$ cat config.mk
export PLATFORM = sky130hd
export DESIGN_NAME = ibex_icache_mem_responder_flat
export DESIGN_NICKNAME = d
export VERILOG_FILES = /design/src/rtl/ibex_icache_mem_pkg.sv /design/src/rtl/ibex_icache_mem_responder_if.sv /design/src/rtl/ibex_icache_mem_resp_fifo.sv /design/src/rtl/ibex_icache_mem_responder.sv /design/src/flat_wrapper.sv
export SDC_FILE = /design/constraint.sdc
export NUM_CORES = 1
export LEC_CHECK = 0
export CAP_MARGIN = 20
export CELL_PAD_IN_SITES_DETAIL_PLACEMENT = 0
export CELL_PAD_IN_SITES_GLOBAL_PLACEMENT = 1
export CORE_ASPECT_RATIO = 1.2
export CORE_UTILIZATION = 25
export DETAILED_ROUTE_END_ITERATION = 8
export GPL_ROUTABILITY_DRIVEN = 0
export GPL_TIMING_DRIVEN = 0
export PLACE_DENSITY = 0.56
export SLEW_MARGIN = 20
export SYNTH_ARGS = -nofsm -noshare
export SYNTH_HDL_FRONTEND = slang
export SYNTH_SLANG_ARGS = --single-unit
export TNS_END_PERCENT = 100
$ cat constraint.sdc
create_clock -name clk -period 12.9 [get_ports clk]
set_clock_uncertainty 0.1 [all_clocks]
set_input_delay 2.58 -clock clk [delete_from_list [all_inputs] [get_ports clk]]
set_output_delay 2.58 -clock clk [all_outputs]
set_load 0.02 [all_outputs]
$ cat src/rtl/ibex_icache_mem_pkg.sv
// ibex_icache_mem_pkg: shared entry type and address-region decode for the icache memory responder
package ibex_icache_mem_pkg;
  localparam logic [31:0] PmpBaseDef = 32'hFFFF_0000;
  localparam logic [31:0] PmpMaskDef = 32'hFFFF_0000;
  localparam logic [31:0] ErrBaseDef = 32'h8000_0000;
  localparam logic [31:0] ErrMaskDef = 32'hFFFF_F000;
  typedef struct packed {
    logic [31:0] addr;
    logic [3:0]  age;
  } mem_entry_t;
  function automatic logic pmp_hit(input logic [31:0] a, input logic [31:0] base = PmpBaseDef,
                                   input logic [31:0] mask = PmpMaskDef);
    return (a & mask) == base;
  endfunction
  function automatic logic err_hit(input logic [31:0] a, input logic [31:0] base = ErrBaseDef,
                                   input logic [31:0] mask = ErrMaskDef);
    return (a & mask) == base;
  endfunction
endpackage

$ cat src/rtl/ibex_icache_mem_responder_if.sv
// ibex_icache_mem_responder_if: icache instruction-bus signals between fetch port and memory responder
interface ibex_icache_mem_responder_if;
  logic        req;
  logic [31:0] addr;
  logic        stall;
  logic        gnt;
  logic        pmp_err;
  logic        rvalid;
  logic [31:0] rdata;
  logic        err;
  logic        busy;
  modport master (output req, addr, stall, input gnt, pmp_err, rvalid, rdata, err, busy);
  modport slave (input req, addr, stall, output gnt, pmp_err, rvalid, rdata, err, busy);
endinterface

$ cat src/rtl/ibex_icache_mem_resp_fifo.sv
// ibex_icache_mem_resp_fifo: in-order outstanding-request FIFO whose entries age every cycle
module ibex_icache_mem_resp_fifo
  import ibex_icache_mem_pkg::*;
#(
  parameter int unsigned Depth  = 4,
  parameter logic [3:0]  MaxAge = 4'd2
) (
  input  logic                     clk,
  input  logic                     rst,
  input  logic                     push,
  input  logic                     pop,
  input  mem_entry_t               wdata,
  output mem_entry_t               head,
  output logic                     full,
  output logic                     empty,
  output logic [$clog2(Depth):0]   count
);
  localparam int unsigned Aw = $clog2(Depth);
  mem_entry_t mem [Depth];
  logic [Aw-1:0] wptr, rptr;
  assign head  = mem[rptr];
  assign full  = count == (Aw+1)'(Depth);
  assign empty = count == '0;
  always_ff @(posedge clk or posedge rst) begin
    if (rst) begin
      wptr  <= '0;
      rptr  <= '0;
      count <= '0;
      for (int i = 0; i < int'(Depth); i++) mem[i] <= '0;
    end else begin
      for (int i = 0; i < int'(Depth); i++)
        mem[i].age <= (mem[i].age >= MaxAge) ? MaxAge : mem[i].age + 4'd1;
      if (push) mem[wptr] <= wdata;
      wptr  <= push ? wptr + Aw'(1) : wptr;
      rptr  <= pop ? rptr + Aw'(1) : rptr;
      count <= count + (Aw+1)'(push) - (Aw+1)'(pop);
    end
  end
endmodule

$ cat src/rtl/ibex_icache_mem_responder.sv
// ibex_icache_mem_responder: grants icache fetches and returns addr^seed data in order after a fixed latency
module ibex_icache_mem_responder
  import ibex_icache_mem_pkg::*;
#(
  parameter int unsigned MaxOutstanding = 4,
  parameter int unsigned RespLatency    = 2,
  parameter logic [31:0] DataSeed       = 32'hDEAD_BEEF,
  parameter logic [31:0] PmpBase        = PmpBaseDef,
  parameter logic [31:0] PmpMask        = PmpMaskDef,
  parameter logic [31:0] ErrBase        = ErrBaseDef,
  parameter logic [31:0] ErrMask        = ErrMaskDef
) (
  input logic                        clk,
  input logic                        rst,
  ibex_icache_mem_responder_if.slave bus
);
  localparam int unsigned Aw = $clog2(MaxOutstanding);
  mem_entry_t head;
  logic full, empty, push, pop;
  logic [Aw:0] count;
  assign bus.pmp_err = bus.req & pmp_hit(bus.addr, PmpBase, PmpMask);
  assign push        = bus.req & ~bus.pmp_err & ~bus.stall & ~full & ~rst;
  assign bus.gnt     = push;
  // Entry is pushed with age 0, so age L-1 is reached one edge before the grant is L edges old
  assign pop         = ~empty & (head.age >= 4'(RespLatency - 1));
  assign bus.busy    = (count != '0) | bus.rvalid;
  ibex_icache_mem_resp_fifo #(
    .Depth (MaxOutstanding),
    .MaxAge(4'(RespLatency))
  ) u_fifo (
    .clk  (clk),
    .rst  (rst),
    .push (push),
    .pop  (pop),
    .wdata('{addr: {bus.addr[31:2], 2'b00}, age: 4'd0}),
    .head (head),
    .full (full),
    .empty(empty),
    .count(count)
  );
  always_ff @(posedge clk or posedge rst) begin
    if (rst) begin
      bus.rvalid <= 1'b0;
      bus.rdata  <= '0;
      bus.err    <= 1'b0;
    end else begin
      bus.rvalid <= pop;
      bus.rdata  <= pop ? head.addr ^ DataSeed : '0;
      bus.err    <= pop & err_hit(head.addr, ErrBase, ErrMask);
    end
  end
endmodule
$ cat src/flat_wrapper.sv
// flat-port wrapper written by rule: the top's interface ports become plain ports
module ibex_icache_mem_responder_flat import ibex_icache_mem_pkg::*;
#(
  parameter int unsigned MaxOutstanding = 4,
  parameter int unsigned RespLatency    = 2,
  parameter logic [31:0] DataSeed       = 32'hDEAD_BEEF,
  parameter logic [31:0] PmpBase        = PmpBaseDef,
  parameter logic [31:0] PmpMask        = PmpMaskDef,
  parameter logic [31:0] ErrBase        = ErrBaseDef,
  parameter logic [31:0] ErrMask        = ErrMaskDef
)
  (clk, rst, bus_req, bus_addr, bus_stall, bus_gnt, bus_pmp_err, bus_rvalid, bus_rdata, bus_err, bus_busy);
  ibex_icache_mem_responder_if bus_i ();
  input logic clk;
  input logic rst;
  input wire logic [$bits(bus_i.req)-1:0] bus_req;
  input wire logic [$bits(bus_i.addr)-1:0] bus_addr;
  input wire logic [$bits(bus_i.stall)-1:0] bus_stall;
  output wire logic [$bits(bus_i.gnt)-1:0] bus_gnt;
  output wire logic [$bits(bus_i.pmp_err)-1:0] bus_pmp_err;
  output wire logic [$bits(bus_i.rvalid)-1:0] bus_rvalid;
  output wire logic [$bits(bus_i.rdata)-1:0] bus_rdata;
  output wire logic [$bits(bus_i.err)-1:0] bus_err;
  output wire logic [$bits(bus_i.busy)-1:0] bus_busy;
  assign bus_i.req = bus_req;
  assign bus_i.addr = bus_addr;
  assign bus_i.stall = bus_stall;
  assign bus_gnt = bus_i.gnt;
  assign bus_pmp_err = bus_i.pmp_err;
  assign bus_rvalid = bus_i.rvalid;
  assign bus_rdata = bus_i.rdata;
  assign bus_err = bus_i.err;
  assign bus_busy = bus_i.busy;
  ibex_icache_mem_responder #(.MaxOutstanding(MaxOutstanding), .RespLatency(RespLatency), .DataSeed(DataSeed), .PmpBase(PmpBase), .PmpMask(PmpMask), .ErrBase(ErrBase), .ErrMask(ErrMask)) u_core (.clk(clk), .rst(rst), .bus(bus_i));
endmodule
==> run summary <==
• **leakage power summed over all cells** 4.17 nW
• **Tcrit/Tclk final** 57.2%
• **Post-Synthesis Cells** 470
• **placed inst area** 0.00910 mm2
• **worst-path maximum fanout** 5
• **first-pass GRT wire length** 29,300 um
• **pins over their slew limit** 0
• **y dimension of the die** 196 um
• **overall die area** 0.0321 mm2
• **worst-case headroom to the max-slew limit** 48.9%
• **DRC violation total after the first TritonRoute iteration** 187
• **total global routing overflow** 0
• **Post-CTS Hold Fix Bufs** 0
• **ratio of cells with drive above 1 in the final layout** 36.3%
• **commonest non-fill, non-tap cells in the layout** dfrtp_1 (175), mux2_4 (108), clkdlybuf4s50_1 (70), mux4_2 (30), nor2_1 (27)
• **end-of-flow core utilization** 31.6%
• **total iterations of the first detailed-routing run** 4
• **Psw** 0.000757 W
• **hold crit path type** reg2reg
• **placement row count** 70
• **CTS-repair resized insts** 0
• **met3 usage in global routing** 2.62%
• **cell-internal power** 0.00162 W
• **sequential share of the synthesized area** 55.8%
• **via count of the first global-routing pass** 4,816
• **clock slew at reported path FFs** 70 ps
• **clock tree root buffer cell** clkbuf_16
• **count of yosys warnings during synthesis** 0
• **data arrival time of the worst path** 4700 ps
• **fraction of power consumed by sequential logic** 39.0%
• **leading cell type in the layout, fill and taps excluded** dfrtp_1
• **required time at the endpoint of the critical path** 10,220 ps
• **Switching Share** 31.9%
• **post-synthesis adder-cell area fraction** 2.48%
• **Critical Path End Type** output port
• **transition time at the pin with the least slew margin** 767 ps
• **number of violations of the max-capacitance limit** 0
• **setup repair after global routing missed its margin** no
• **GR Util met1** 16.5%
• **maximum number of pins on one net before global-route repair** 94
• **Core Footprint** 0.0307 mm2
• **CTS Buffer Depth** 2
• **total DRC errors in the routed layout** 0
• **total standard cell area after synthesis** 0.00786 mm2
• **total number of vias** 4,130
• **total number of H-tree levels** 4
• **Simple-Gate Fraction of Synth Area** 5.61%
• **FF+latch count, synth** 175
• **result of the run** finished clean
• **clock tree from TritonCTS** yes
• **clock buffers created by TritonCTS** 17
• **critical path launch point type** input pin
• **fin crit period** 7380 ps
• **total area of multi-input combinational cells** 0.00318 mm2
• **clock sinks** 175
• **clock network fraction of design power** 21.5%
• **VDD IR-drop max** 0.0945 mV
• **fill cell total of the finished layout** 3,024
• **Avg Cell Area, Syn** 16.7 um2
• **GRT met2 Usage** 19.7%
• **final non-filler cell area** 0.00968 mm2
• **wire length per cell** 18.8 um
• **Power per Cell Area** 245 mW/mm2
• **antenna violations before repair** 0
• **hold violation count in the final report** 0
• **wirelength, routed** 18,200 um
• **slack of the critical path** 5520 ps
• **die boundary width** 164 um
• **relative contribution of combinational cells to total power** 39.5%
• **accumulated negative setup slack** 0 ps
• **IO Count** 73
• **post-route ant nets** 0
• **buffer count from post-CTS setup fixing** 0
• **final-report setup violation count** 0
• **Critical Setup Path Class** in2out
• **layout overhead on the synthesized area** 23.2%
• **sequential cell area** 0.00438 mm2
• **worst slack after detailed placement** 5490 ps
• **Port Buf Inserts** 70
• **largest family of logic cells by synthesized area** multiplexers
• **clk_lat worst skew** 430 ps
• **maximum clock frequency** 136 MHz
• **Yosys cell types** 36
• **grt peak-use layer** met2
• **synthesized-area fraction occupied by ao, oa, aoi and oai cells** 0.653%
• **post-synthesis xor/xnor area fraction** 0.558%
• **routed vias/inst** 4.25
• **Diodes inserted** 0
• **effective utilization at floorplan** 25.6%
• **gr usage total** 12.2%
• **share of cell area taken by muxes after synthesis** 31.0%
• **DP HPWL** 12,200 um
• **number of nets in the layout** 614
==> cells in the mapped netlist <==
| cell type | instances | area (um2) |
|---|---|---|
| buf_4 | 4 | 30.0 |
| fa_1 | 1 | 20.0 |
| a31oi_1 | 1 | 6.26 |
| a211oi_4 | 1 | 20.0 |
| buf_6 | 17 | 191 |
| ha_1 | 14 | 175 |
| mux2_1 | 12 | 135 |
| and4_1 | 1 | 8.76 |
| nor2_1 | 27 | 101 |
| nor4_2 | 1 | 12.5 |
| inv_1 | 11 | 41.3 |
| nand4_1 | 7 | 43.8 |
| nor3_1 | 4 | 20.0 |
| o21ai_1 | 1 | 5.00 |
| nand2_1 | 3 | 11.3 |
| inv_2 | 2 | 7.51 |
| and3b_1 | 4 | 35.0 |
| nor4_4 | 1 | 21.3 |
| a21oi_1 | 4 | 20.0 |
| or3_1 | 1 | 6.26 |
| dfrtp_1 | 175 | 4380 |
| mux4_2 | 30 | 676 |
| nand2b_1 | 1 | 6.26 |
| nor2b_1 | 8 | 50.1 |
| nor3b_1 | 3 | 22.5 |
| and2_4 | 4 | 35.0 |
| buf_1 | 1 | 3.75 |
| nor4_1 | 7 | 43.8 |
| conb_1 | 1 | 3.75 |
| nor4b_1 | 1 | 8.76 |
| xnor2_1 | 4 | 35.0 |
| or4_1 | 1 | 7.51 |
| buf_2 | 7 | 35.0 |
| xor2_1 | 1 | 8.76 |
| and2_1 | 1 | 6.26 |
| mux2_4 | 108 | 1620 |
==> final timing paths <==
| kind | from | end | slack, ps | depth (start not counted) |
|---|---|---|---|---|
| min in group asynchronous | rst | u_core.u_fifo.count[2] | 2570 | 2 |
| worst max-delay path | bus_addr[31] | bus_pmp_err | 5520 | 5 |
| worst min register to register | u_core.u_fifo.mem[0] | u_core.u_fifo.mem[0] | 380 | 1 |
| worst max register to register | u_core.u_fifo.rptr[0] | u_core.u_fifo.count[2] | 9470 | 13 |
| max in group asynchronous | rst | u_core.u_fifo.mem[110] | 9270 | 3 |
| worst min-delay path | u_core.u_fifo.mem[0] | u_core.u_fifo.mem[0] | 380 | 1 |
==> state kept, by name, summed over array words and instances, names as in the netlist <==
signal	cells
u_core.u_fifo.mem	136
u_core.u_fifo.count	3
u_core.u_fifo.wptr	2
u_core.bus.rdata	31
u_core.u_fifo.rptr	2
u_core.bus.err	1
==> stage by stage <==
step	std cells	total power (W)	hold WS (ps)
finish	972	0.00237	379
global route	972	0.00252	396
CTS	972	0.00242	375
detailed placement	940	0.00189	365
global placement	939	0.00185	350
floorplan	473	0.00157	338
==> kinds of logic after synthesis <==
family | Yosys count
flip-flops | 175
AND/OR/NAND/NOR | 75
AO/OA/AOI/OAI | 7
multiplexers | 150
buffers and inverters | 42
other | 1
adder cells (fa/ha/maj) | 15
XOR/XNOR | 5
==> critical path, cell delays in order <==
cell,delay (ps)
clkdlybuf4s50_1,610
nand4_1,270
nor4_4,430
and2_1,190
clkdlybuf4s50_1,600
==> power groups by stage <==
stage,registers [W],logic (W),clock network (W)
after floorplan,0.000952,0.000619,0
after CTS,0.000925,0.000962,0.000529
after global routing,0.000953,0.00102,0.000550
after detailed placement,0.000930,0.000958,0
final,0.000926,0.000938,0.000511
after global placement,0.000914,0.000941,0
==> area by class of cell <==
class,count,share of cell area (%)
plain buffers,29,2.69
clock buffers,17,4.40
clock inverters,15,1.60
inverters,13,0.582
multi-input cells,256,32.8
flip-flops and latches,175,45.2
well taps,396,5.12
repair buffers,71,7.52
==> metal layers <==
layer	vias up	routed length (um)
met5	-	0
met4	0	172
met3	10	607
met2	76	8880
met1	2189	8570
li1	1855	-
(Power assumes the default switching activity.)
